`config.mk`:
```
export PLATFORM = sky130hd
export DESIGN_NAME = hazard_ctrl
export DESIGN_NICKNAME = d
export VERILOG_FILES = /design/src/rtl/hazard_pkg.sv /design/src/rtl/hazard_detect.sv /design/src/rtl/hazard_ctrl.sv
export SDC_FILE = /design/constraint.sdc
export NUM_CORES = 1
export LEC_CHECK = 0
export BUFFER_PORTS_ARGS = -buffer_cell sky130_fd_sc_hd__clkbuf_2
export CAP_MARGIN = 20
export CORE_AREA = 2 2 51 53
export DETAILED_ROUTE_END_ITERATION = 10
export DIE_AREA = 0 0 53 55
export PLACE_DENSITY_LB_ADDON = 0.25
export SLEW_MARGIN = 10
export SYNTH_ARGS = -nofsm -noshare
export SYNTH_HDL_FRONTEND = slang
export SYNTH_SLANG_ARGS = --single-unit
```
`constraint.sdc`:
```
create_clock -name clk -period 1.3 [get_ports clk]
set_input_delay 0.325 -clock clk [delete_from_list [all_inputs] [get_ports clk]]
set_output_delay 0.325 -clock clk [all_outputs]
set_load 0.05 [all_outputs]
```
`src/rtl/hazard_pkg.sv`:
```
// hazard_pkg: shared types and constants for the pipeline hazard controller.
package hazard_pkg;
  typedef enum logic [1:0] {RUN, STALL, FLUSH} hz_state_e;
  localparam int HZ_CNT_W = 4;
  localparam logic [31:0] HZ_NOP = 32'h0000_0013;
endpackage

```
`src/rtl/hazard_detect.sv`:
```
// hazard_detect: combinational load-use comparator between ID sources and the EX destination.
module hazard_detect #(
  parameter int REG_ADDR_WIDTH = 5
) (
  input  logic [REG_ADDR_WIDTH-1:0] i_rs1,
  input  logic [REG_ADDR_WIDTH-1:0] i_rs2,
  input  logic                      i_rs1_used,
  input  logic                      i_rs2_used,
  input  logic [REG_ADDR_WIDTH-1:0] i_rd,
  input  logic                      i_reg_write_en,
  input  logic                      i_wb_sel,
  output logic                      o_lu_hit
);
  logic w_src_match;
  assign w_src_match = (i_rs1_used && i_rs1 == i_rd) || (i_rs2_used && i_rs2 == i_rd);
  assign o_lu_hit    = i_wb_sel && i_reg_write_en && (i_rd != '0) && w_src_match;
endmodule

```
`src/rtl/hazard_ctrl.sv`:
```
// hazard_ctrl: load-use stall and branch flush controller driving PC/IF-ID enables and ctr_sel.
// Optional saturating stall/flush performance counters are enabled by HAZARD_PERF_CNT_EN.
module hazard_ctrl
  import hazard_pkg::*;
#(
  parameter int REG_ADDR_WIDTH    = 5,
  parameter int LOAD_STALL_CYCLES = 1,
  parameter int FLUSH_CYCLES      = 1,
  parameter int CNT_WIDTH         = 32
) (
  input  logic                      clk,
  input  logic                      reset,
  input  logic [REG_ADDR_WIDTH-1:0] IF_ID_rs1,
  input  logic [REG_ADDR_WIDTH-1:0] IF_ID_rs2,
  input  logic                      IF_ID_rs1_used,
  input  logic                      IF_ID_rs2_used,
  input  logic [REG_ADDR_WIDTH-1:0] ID_EX_rd,
  input  logic                      ID_EX_reg_write_en,
  input  logic                      ID_EX_wb_sel,
  input  logic                      EX_branch_taken,
  output logic                      pc_write_en,
  output logic                      IF_ID_write_en,
  output logic                      IF_ID_flush,
  output logic                      ctr_sel,
  output logic                      hz_busy,
  output logic [CNT_WIDTH-1:0]      stall_cnt,
  output logic [CNT_WIDTH-1:0]      flush_cnt
);
  localparam logic [HZ_CNT_W-1:0] LS_INIT = HZ_CNT_W'(LOAD_STALL_CYCLES - 1);
  localparam logic [HZ_CNT_W-1:0] FL_INIT = HZ_CNT_W'(FLUSH_CYCLES - 1);
  hz_state_e             r_state, w_nstate;
  logic [HZ_CNT_W-1:0]   r_cnt, w_ncnt;
  logic                  w_lu_hit, w_flush, w_stall;
  hazard_detect #(.REG_ADDR_WIDTH(REG_ADDR_WIDTH)) u_detect (
    .i_rs1          (IF_ID_rs1),
    .i_rs2          (IF_ID_rs2),
    .i_rs1_used     (IF_ID_rs1_used),
    .i_rs2_used     (IF_ID_rs2_used),
    .i_rd           (ID_EX_rd),
    .i_reg_write_en (ID_EX_reg_write_en),
    .i_wb_sel       (ID_EX_wb_sel),
    .o_lu_hit       (w_lu_hit)
  );
  always_ff @(posedge clk) begin
    if (reset) begin
      r_state <= RUN;
      r_cnt   <= '0;
    end else begin
      r_state <= w_nstate;
      r_cnt   <= w_ncnt;
    end
  end
  // Branch beats any ongoing window; lu_hit only starts a stall from RUN.
  always_comb begin
    w_nstate = RUN;
    w_ncnt   = '0;
    if (EX_branch_taken) begin
      w_nstate = (FLUSH_CYCLES > 1) ? FLUSH : RUN;
      w_ncnt   = FL_INIT;
    end else if (r_state != RUN) begin
      w_nstate = (r_cnt == HZ_CNT_W'(1)) ? RUN : r_state;
      w_ncnt   = r_cnt - HZ_CNT_W'(1);
    end else if (w_lu_hit) begin
      w_nstate = (LOAD_STALL_CYCLES > 1) ? STALL : RUN;
      w_ncnt   = LS_INIT;
    end
  end
  always_comb begin
    w_flush        = !reset && (EX_branch_taken || r_state == FLUSH);
    w_stall        = !reset && !w_flush && (r_state == STALL || (r_state == RUN && w_lu_hit));
    pc_write_en    = !w_stall;
    IF_ID_write_en = !w_stall;
    IF_ID_flush    = w_flush;
    ctr_sel        = !(w_flush || w_stall);
    hz_busy        = !reset && r_state != RUN;
  end
`ifdef HAZARD_PERF_CNT_EN
  logic [CNT_WIDTH-1:0] r_stall_cnt, r_flush_cnt;
  always_ff @(posedge clk) begin
    if (reset) begin
      r_stall_cnt <= '0;
      r_flush_cnt <= '0;
    end else begin
      if (w_stall && !(&r_stall_cnt)) r_stall_cnt <= r_stall_cnt + 1'b1;
      if (w_flush && !(&r_flush_cnt)) r_flush_cnt <= r_flush_cnt + 1'b1;
    end
  end
  assign stall_cnt = r_stall_cnt;
  assign flush_cnt = r_flush_cnt;
`else
  assign stall_cnt = {CNT_WIDTH{1'b0}};
  assign flush_cnt = {CNT_WIDTH{1'b0}};
`endif
endmodule

```
==> results of run 1 <==
[through the flow]
| step | util [%] | hold WS, ns |
|---|---|---|
| finish | 32.6 | 1.03 |
| global route | 32.6 | 1.05 |
| CTS | 30.4 | 1.02 |
| detailed placement | 25.3 | 1.02 |
| global placement | 25.3 | 1.02 |
| floorplan | - | 0.749 |
[power by group through the flow]
stage | clock [W] | combinational, W | sequential (W)
floorplan | 0 | 0.000622 | 0
global placement | 0 | 0.000523 | 0
detailed placement | 0 | 0.000523 | 0
CTS | 0 | 0.000558 | 0
global route | 0 | 0.000610 | 0
finish | 0 | 0.000583 | 0
[synth_stat cells, drive strengths merged]
cell type  number  share of area [%]
a211oi          1                1.1
a21oi           1               0.76
buf            66                 75
conb            1               0.57
nand2           3                2.8
nand3b          1                1.1
nand4           2                1.9
nor2            1               0.57
nor2b           1               0.95
nor3            1               0.76
o22ai           1               0.95
xnor2          10                 13
[layer usage]
| layer | vias to the layer above | part of all wire [%] | global-route usage, % |
|---|---|---|---|
| met4 | 0 | 0 | 0 |
| met5 | - | 0 | 0 |
| li1 | 194 | - | - |
| met2 | 56 | 46 | 10.0 |
| met1 | 182 | 29 | 6.45 |
| met3 | 0 | 25 | 1.08 |
[layout by cell type (no fill, tap or decap)]
cell type	Yosys	final
a211oi_1	1	1
a21oi_2	0	1
buf_6	0	1
buf_8	0	7
clkbuf_2	0	14
clkbuf_8	0	3
conb_1	1	65
nand2_1	2	2
nand2_4	1	1
nand3b_1	1	1
nand4_1	2	2
nor2_1	1	1
nor2b_2	0	1
nor3_1	1	1
o22ai_2	0	1
xnor2_1	10	1
xnor2_2	0	7
xnor2_4	0	2
[final cells by class]
| type | instances | share of cell area [%] |
|---|---|---|
| multi-input combinational | 87 | 65.6 |
| tap | 30 | 4.86 |
| timing repair buffer | 25 | 29.5 |
[how the worst max path moves through the flow]
| stage | end | cells past startpoint | start |
|---|---|---|---|
| 2_1_floorplan | pc_write_en | 5 | ID_EX_rd[3] |
| 3_3_place_gp | pc_write_en | 6 | ID_EX_rd[3] |
| 3_5_place_dp | pc_write_en | 6 | ID_EX_rd[3] |
| 4_1_cts | pc_write_en | 6 | IF_ID_rs1[3] |
| 5_1_grt | IF_ID_write_en | 6 | IF_ID_rs2[3] |
| 6_report | pc_write_en | 6 | IF_ID_rs1[4] |
[what timing repair did]
action,4_1_cts,5_1_grt
setup endpoints to repair,3,3
buffers inserted,0,0
pin swaps,11,1
resized for setup,19,15
[critical path, delay by kind of cell]
family,cells,cell delay (ns)
simple gates,2,0.28
compound gates,1,0.20
buf+inv,2,0.31
xor+xnor,1,0.14
[logic make-up (layout without fill, tap and decap cells)]
kind of cell              count (synthesis)  after routing
AOI/OAI and AO/OA                         3              3
and+or+nand+nor                           9              9
buffers and inverters                    66             25
xor gates and xnor gates                 10             10
other                                     1             65
==> out/metrics.csv, run 1 <==
stage,metric,value,unit
floorplan,fp-row-count,18,
layout,multi_input_area,507,µm²
layout,layout-area-overhead-vs-synth,17.1,%
outcome,failed_checks,negative setup slack,
synthesis,yosysWarnings,0,
critical_path,path_cells,buf_8 -> xnor2_4 -> nand4_1 -> o22ai_2 -> nand3b_1 -> clkbuf_8,
placed_design,gp_routability_congestion,0.552,
detailed_routing,dr.pass1.iters,2,
sta,fin_setup_tns,-0.765,ns
sta,period_needed,1.59,ns
detailed_routing,vias,432,
layout,antenna_cells,0,
hold_path,hold_start,reset,
synthesis,netlist_area,659,µm²
sta,fmax,630,MHz
layout,seq_cell_count,0,
synthesis,avgSynthCellArea,7.41,µm²
critical_path,critPathSlowestCell,clkbuf_8,
sta,finalSetupViolCount,3,
power_and_ir_drop,p_clk_share,0,%
power_and_ir_drop,ir_drop,0.000317,V
layout,clockBufferCount,0,
sta,hold_viol,0,
floorplan,dieArea,2920,µm²
placed_design,placed_cells,142,
synthesis,synthCells,89,
placed_design,pre_cts_ws,-0.396,ns
hold_path,hold_depth,3,
critical_path,cp_slowest_stage_delay,0.21,ns
critical_path,cp.required,0.98,ns
sta,setup_slack,-0.288,ns
detailed_routing,ant_nets,0,
critical_path,crit_arrival,1.26,ns
critical_path,end_kind,output port,
global_route,grt_start_max_net_pins,4,
outcome,status,"complete, but fails checks",
power_and_ir_drop,power,0.000583,W
power_and_ir_drop,p_comb_share,100.0,%
power_and_ir_drop,p_per_area,755,nW/µm²
layout,seq_area,0,µm²
detailed_routing,avgRoutedWirePerCell,7.18,µm
power_and_ir_drop,p_sw_share,82.0,%
critical_path,start_kind,primary input,
hold_path,whs_endpoint,IF_ID_flush,
layout,fill_cells,254,
layout,final_cells,142,
floorplan,initial_utilization,27.9,%
synthesis,muxShareOfSynthArea,0,%
synthesis,synth_xor_area_share,13.3,%
synthesis,synthAdderAreaFrac,0,%
global_route,antenna_found_initial,0,
power_and_ir_drop,internal_power,0.000105,W
power_and_ir_drop,power_switching,0.000478,W
placed_design,port_buffers,25,
detailed_routing,wl,1.02,mm
synthesis,synth-simple-area-share,8.16,%
floorplan,fp.coreArea,2360,µm²
floorplan,die_w,53,µm
layout,drive_gt1_share,33.9,%
global_route,grt_pass1_wl,1.11,mm
hold_path,hold_path_class,primary input to output port,
synthesis,synth-compound-area-share,2.85,%
sta,period_share,122,%
floorplan,die_h,55,µm
synthesis,synth_top_family_by_area,buffers and inverters,
power_and_ir_drop,p_seq_share,0,%
layout,nets,136,
global_route,gr-total-overflow,0,
placed_design,dpl_cell_area,599,µm²
sta,rsz0062_at_grt,yes,
layout,post-route-cell-area,772,µm²
synthesis,ys_types,13,
placed_design,dpl.hpwl,957,µm
critical_path,critical_path_class,primary input to output port,
sta,drv_slew,0,
power_and_ir_drop,p_leak,0.447,nW
detailed_routing,drt-initial-drc-count,1,
floorplan,boundaryPins,91,
cts,cts_hold_buffers,0,
detailed_routing,remaining_drc_errors,0,
synthesis,ys_seq_area_share,0,%
global_route,grt_pass1_vias,267,
critical_path,critPathMaxFanout,2,
detailed_routing,vias_per_cell,3.04,
flow_run,maxCapViolCount,0,
global_route,grt_use_total,5.25,%
Note: power is estimated with default switching activity, not from simulation.
==> run 2, diff against run 1 <==
==> constraint.sdc (replaced) <==
create_clock -name clk -period 1.3 [get_ports clk]
set_input_delay 0.13 -clock clk [delete_from_list [all_inputs] [get_ports clk]]
set_output_delay 0.13 -clock clk [all_outputs]
set_load 0.05 [all_outputs]
==> run 2 against run 1 <==
Compared with the run above: the run now ends clean; combinational power decreased by 9.8%; sequential share of layout area is the same; via count down 6.7%; hold slack got worse by 0.39 ns; worst setup slack improved by 0.39 ns; global-route usage is 0.63 points lower; critical endpoint unchanged; total power decreased by 9.7%; utilization shrank 7.0 points; wire length decreased by 6.6%; die area is the same; count of clock-buffer cells in the layout unchanged.
==> out/metrics.csv, run 2 (same netlist as run 1, synthesis figures left out) <==
stage,metric,value,unit
placed_design,gp_routability_congestion,0.651,
cts,post-cts-setup-buffer-count,0,
critical_path,end_kind,output port,
layout,final_common_cell,conb_1,
power_and_ir_drop,p_per_area,869,nW/µm²
floorplan,dieArea,2920,µm²
critical_path,critPathMaxFanout,3,
sta,hold_viol,0,
global_route,use_met2,7.50,%
flow_run,maxCapViolCount,0,
layout,post-route-cell-area,606,µm²
layout,final_cell_mix,"65 x conb_1, 23 x clkbuf_2, 6 x xnor2_1, 4 x xnor2_2",
sta,period_share,92.5,%
power_and_ir_drop,ir_drop,0.000274,V
floorplan,fp-row-count,18,
detailed_routing,ant_nets,0,
detailed_routing,drt-initial-drc-count,0,
layout,seq_area,0,µm²
detailed_routing,wl,952,µm
power_and_ir_drop,power,0.000526,W
detailed_routing,remaining_drc_errors,0,
sta,drv_slew,0,
sta,rsz0062_at_grt,yes,
hold_path,hold_path_class,primary input to output port,
layout,drive_gt1_share,28.6,%
floorplan,die_h,55,µm
floorplan,initial_utilization,27.9,%
cts,cts_resized,0,
global_route,met1_usage,6.59,%
floorplan,die_w,53,µm
layout,nets,136,
sta,fin_setup_tns,0,ns
placed_design,port_buffers,25,
global_route,grt_pass1_vias,228,
layout,multi_input_area,443,µm²
global_route,met3_usage,1.08,%
layout,seq_cell_count,0,
critical_path,start_kind,primary input,
cts,cts_hold_buffers,0,
sta,fmax,831,MHz
layout,clockBufferCount,0,
floorplan,boundaryPins,91,
global_route,grt_start_max_net_pins,4,
critical_path,crit_arrival,1.07,ns
global_route,gr-total-overflow,0,
placed_design,dpl_cell_area,599,µm²
floorplan,fp.coreArea,2360,µm²
sta,period_needed,1.20,ns
critical_path,cp.required,1.17,ns
global_route,antenna_found_initial,0,
detailed_routing,avgRoutedWirePerCell,6.70,µm
global_route,grt_pass1_wl,1.01,mm
detailed_routing,vias,403,
global_route,top_usage_layer,met2,
power_and_ir_drop,p_leak,0.377,nW
detailed_routing,vias_per_cell,2.84,
sta,finalSetupViolCount,0,
critical_path,critical_path_class,primary input to output port,
global_route,grt_use_total,4.61,%
outcome,status,completed,
layout,antenna_cells,0,
placed_design,dpl.hpwl,964,µm
detailed_routing,dr.pass1.iters,1,
layout,layout-area-overhead-vs-synth,-8.16,%
layout,fill_cells,278,
run 2: changes by cell type in the layout (fill, tap and decap cells not counted), moves of 3 or more:
cell,delta
buf_8,-7
clkbuf_2,+9
clkbuf_8,-3
xnor2_1,+5
xnor2_2,-3
run 2: power breakdown:
group	total, W	internal [W]	switching, W
Combinational	0.000526	0.0000607	0.000465
Sequential	0	0	0
Clock	0	0	0
run 2: path summary, 6_finish.rpt:
path	slack (ns)	endpoint	startpoint	cells past startpoint
worst max-delay path	0.1	pc_write_en	ID_EX_rd[4]	6
worst min-delay path	0.63	IF_ID_flush	reset	3
run 2: final cells by class:
| cell class | instances | share of cell area (%) |
|---|---|---|
| Timing Repair Buffer | 25 | 20.7 |
| Tap cell | 30 | 6.20 |
| Multi-Input combinational cell | 87 | 73.1 |
run 2: metal layers:
layer	vias to the layer above	routed length, µm
li1	192	-
met1	157	337
met2	54	384
met3	0	230
met4	0	0
met5	-	0
run 2: critical path, cell delays in order:
cell and delay, ns:
clkbuf_2 0.12, xnor2_2 0.16, nand4_1 0.14, o22ai_2 0.19, nand3b_1 0.10, buf_2 0.23
run 2: per-stage QoR:
stage                     hold slack, ns  instances  utilization (%)  setup WS (ns)
after detailed placement           0.630        142             25.3         0.0105
after floorplan                    0.359        153                -         -0.138
after global placement             0.630        142             25.3         0.0345
final                              0.631        142             25.6         0.0973
after CTS                          0.631        142             25.3         0.0103
after global routing               0.649        142             25.6       -0.00620
==> run 3, diff against run 2 <==
--- a/config.mk
+++ b/config.mk
@@ -10,8 +10,9 @@
 export CORE_AREA = 2 2 51 53
 export DETAILED_ROUTE_END_ITERATION = 10
 export DIE_AREA = 0 0 53 55
-export PLACE_DENSITY_LB_ADDON = 0.25
+export PLACE_DENSITY = 0.76
 export SLEW_MARGIN = 10
 export SYNTH_ARGS = -nofsm -noshare
 export SYNTH_HDL_FRONTEND = slang
+export SYNTH_HIERARCHICAL = 1
 export SYNTH_SLANG_ARGS = --single-unit
==> run 3 against run 2 <==
Compared with the run above: highest routed layer unchanged; synthesized cell count decreased by 2.2%; global-route usage increased by 0.34 points; via count increased by 11%; first-iteration DRC count increased by 3; count of clock-buffer cells in the layout unchanged; largest cell class unchanged; sequential share of layout area unchanged; utilization increased by 5.9 points; worst setup slack got worse by 0.60 ns; flip-flop and latch count unchanged; hold slack got worse by 0.031 ns; combinational power increased by 2%; largest power group unchanged; the run now ends with negative setup slack left.
==> out/metrics.csv, run 3 <==
stage,metric,value,unit
outcome,status,"complete, but fails checks",
outcome,failed_checks,negative setup slack,
layout,final_common_cell,conb_1,
layout,antenna_cells,0,
synthesis,synth_area_leaders,"buf_4 75%, xor2_1 11%, xnor2_1 2.7%",
power_and_ir_drop,power,0.000539,W
detailed_routing,remaining_drc_errors,0,
global_route,grt_pass1_wl,1.06,mm
hold_path,hold_path_class,primary input to output port,
floorplan,initial_utilization,27.8,%
flow_run,maxCapViolCount,0,
placed_design,dpl.hpwl,926,µm
synthesis,synth-simple-area-share,6.86,%
power_and_ir_drop,p_per_area,724,nW/µm²
synthesis,synth_xor_area_share,13.3,%
layout,seq_area,0,µm²
synthesis,synth.top_cell.area_share,75.4,%
detailed_routing,wl,1.03,mm
layout,final_cell_mix,"65 x conb_1, 18 x clkbuf_2, 7 x xor2_1, 6 x buf_4",
hold_path,hold_start,EX_branch_taken,
sta,drv_slew,0,
synthesis,synthAdderAreaFrac,0,%
detailed_routing,vias_per_cell,3.06,
layout,seq_cell_count,0,
synthesis,synth_most_common_cell,buf_4,
synthesis,yosysWarnings,6,
sta,hold_viol,0,
placed_design,pre_cts_ws,-0.671,ns
detailed_routing,vias,447,
floorplan,die_w,53,µm
power_and_ir_drop,p_sw_share,86.9,%
floorplan,boundaryPins,91,
critical_path,start_kind,primary input,
placed_design,port_buffers,25,
synthesis,synthCells,87,
sta,period_needed,1.80,ns
power_and_ir_drop,power_switching,0.000468,W
floorplan,fp-row-count,18,
global_route,grt_pass1_vias,261,
global_route,grt_use_total,4.95,%
placed_design,placed_cells,144,
critical_path,crit_arrival,1.67,ns
synthesis,netlist_area,657,µm²
sta,rsz0062_at_grt,yes,
sta,finalSetupViolCount,3,
critical_path,crit_path_end,pc_write_en,
layout,drive_gt1_share,35.3,%
synthesis,muxShareOfSynthArea,0,%
critical_path,cp.required,1.17,ns
layout,final_cells,146,
layout,layout-area-overhead-vs-synth,13.3,%
critical_path,end_kind,output port,
placed_design,gp_routability_congestion,0.657,
detailed_routing,drt-initial-drc-count,3,
critical_path,critPathMaxFanout,3,
floorplan,die_h,55,µm
power_and_ir_drop,ir_drop,0.000351,V
global_route,antenna_found_initial,0,
floorplan,fp.coreArea,2360,µm²
synthesis,ys_seq_area_share,0,%
power_and_ir_drop,internal_power,0.0000708,W
critical_path,critical_path_class,primary input to output port,
cts,cts_hold_buffers,0,
synthesis,synth_common_cells,"66 x buf_4, 8 x xor2_1, 2 x nand3_1, 2 x nor4_1, 2 x xnor2_1",
power_and_ir_drop,p_comb_share,100.0,%
sta,whs,0.600,ns
synthesis,synth-compound-area-share,3.81,%
layout,clockBufferCount,0,
detailed_routing,ant_nets,0,
layout,nets,140,
sta,fmax,556,MHz
synthesis,synth_top_area_cell,buf_4,
synthesis,avgSynthCellArea,7.55,µm²
floorplan,dieArea,2920,µm²
detailed_routing,dr.pass1.iters,2,
synthesis,ys_types,12,
sta,period_share,138,%
power_and_ir_drop,p_leak,0.440,nW
sta,setup_slack,-0.499,ns
global_route,grt_start_max_net_pins,4,
detailed_routing,avgRoutedWirePerCell,7.07,µm
global_route,gr-total-overflow,0,
critical_path,cp-startpoint,ID_EX_rd[0],
power_and_ir_drop,p_clk_share,0,%
synthesis,synth_top_family_by_area,buffers and inverters,
power_and_ir_drop,p_seq_share,0,%
-- run 3: changes by cell type after synthesis, sizes merged, moves of 2 or more --
| cell | delta |
|---|---|
| nand3 | +2 |
| nand2 | -3 |
| xor2 | +8 |
| xnor2 | -8 |
| nor4 | +2 |
| nand4 | -2 |
-- run 3: cells by family (layout without fill, tap and decap cells) --
logic type | count (synthesis) | after routing
buf+inv | 66 | 31
xor+xnor | 10 | 10
simple gates | 7 | 7
compound gates | 3 | 3
other cells | 1 | 65
-- run 3: metrics by stage --
step                TNS (ns)  instance area (µm²)  util [%]
global route           -1.64                  744      31.5
finish                 -1.36                  744      31.5
CTS                    -1.39                  714      30.2
detailed placement     -1.78                  604      25.6
floorplan             -0.571                  915         -
global placement       -1.61                  604      25.6
-- run 3: timing repair --
| item | CTS | global route |
|---|---|---|
| pin swaps | 5 | 3 |
| gates resized for setup | 17 | 6 |
| setup buffers | 0 | 2 |
| endpoints found under the setup margin | 3 | 3 |
-- run 3: routing by layer --
| metal | part of all wire, % | GRT usage (%) | routed length, µm | up-vias |
|---|---|---|---|---|
| met5 | 0 | 0 | 0 | - |
| met4 | 0 | 0 | 0 | 0 |
| met3 | 19 | 0.269 | 199 | 0 |
| met2 | 55 | 12.1 | 564 | 56 |
| met1 | 26 | 4.50 | 267 | 191 |
| li1 | - | - | - | 200 |
-- run 3: worst max-delay path, cell delays in order --
cell and delay (ns):
clkbuf_8 0.12, xor2_1 0.16, nor4_2 0.27, buf_4 0.15, nand3_2 0.06, a21oi_2 0.16
or3b_4 0.43, clkbuf_16 0.19
-- run 3: power groups by stage --
stage	clock network, W	logic, W	registers (W)
finish	0	0.000539	0
floorplan	0	0.000603	0
detailed placement	0	0.000505	0
CTS	0	0.000527	0
global route	0	0.000562	0
global placement	0	0.000503	0
-- run 3: worst min-delay path by stage --
| stage | to | slack, ns | cells past startpoint |
|---|---|---|---|
| after detailed placement | IF_ID_flush | 0.62 | 3 |
| after CTS | ctr_sel | 0.62 | 3 |
| final | ctr_sel | 0.60 | 3 |
| after global routing | ctr_sel | 0.61 | 3 |
| after floorplan | IF_ID_flush | 0.43 | 1 |
| after global placement | IF_ID_flush | 0.62 | 3 |
-- run 3: cell type report --
type / instances / area, µm²
Tap cell: 30 / 37.5
Timing Repair Buffer: 31 / 254
Multi-Input combinational cell: 85 / 453
Fill cell: 256 / 1620
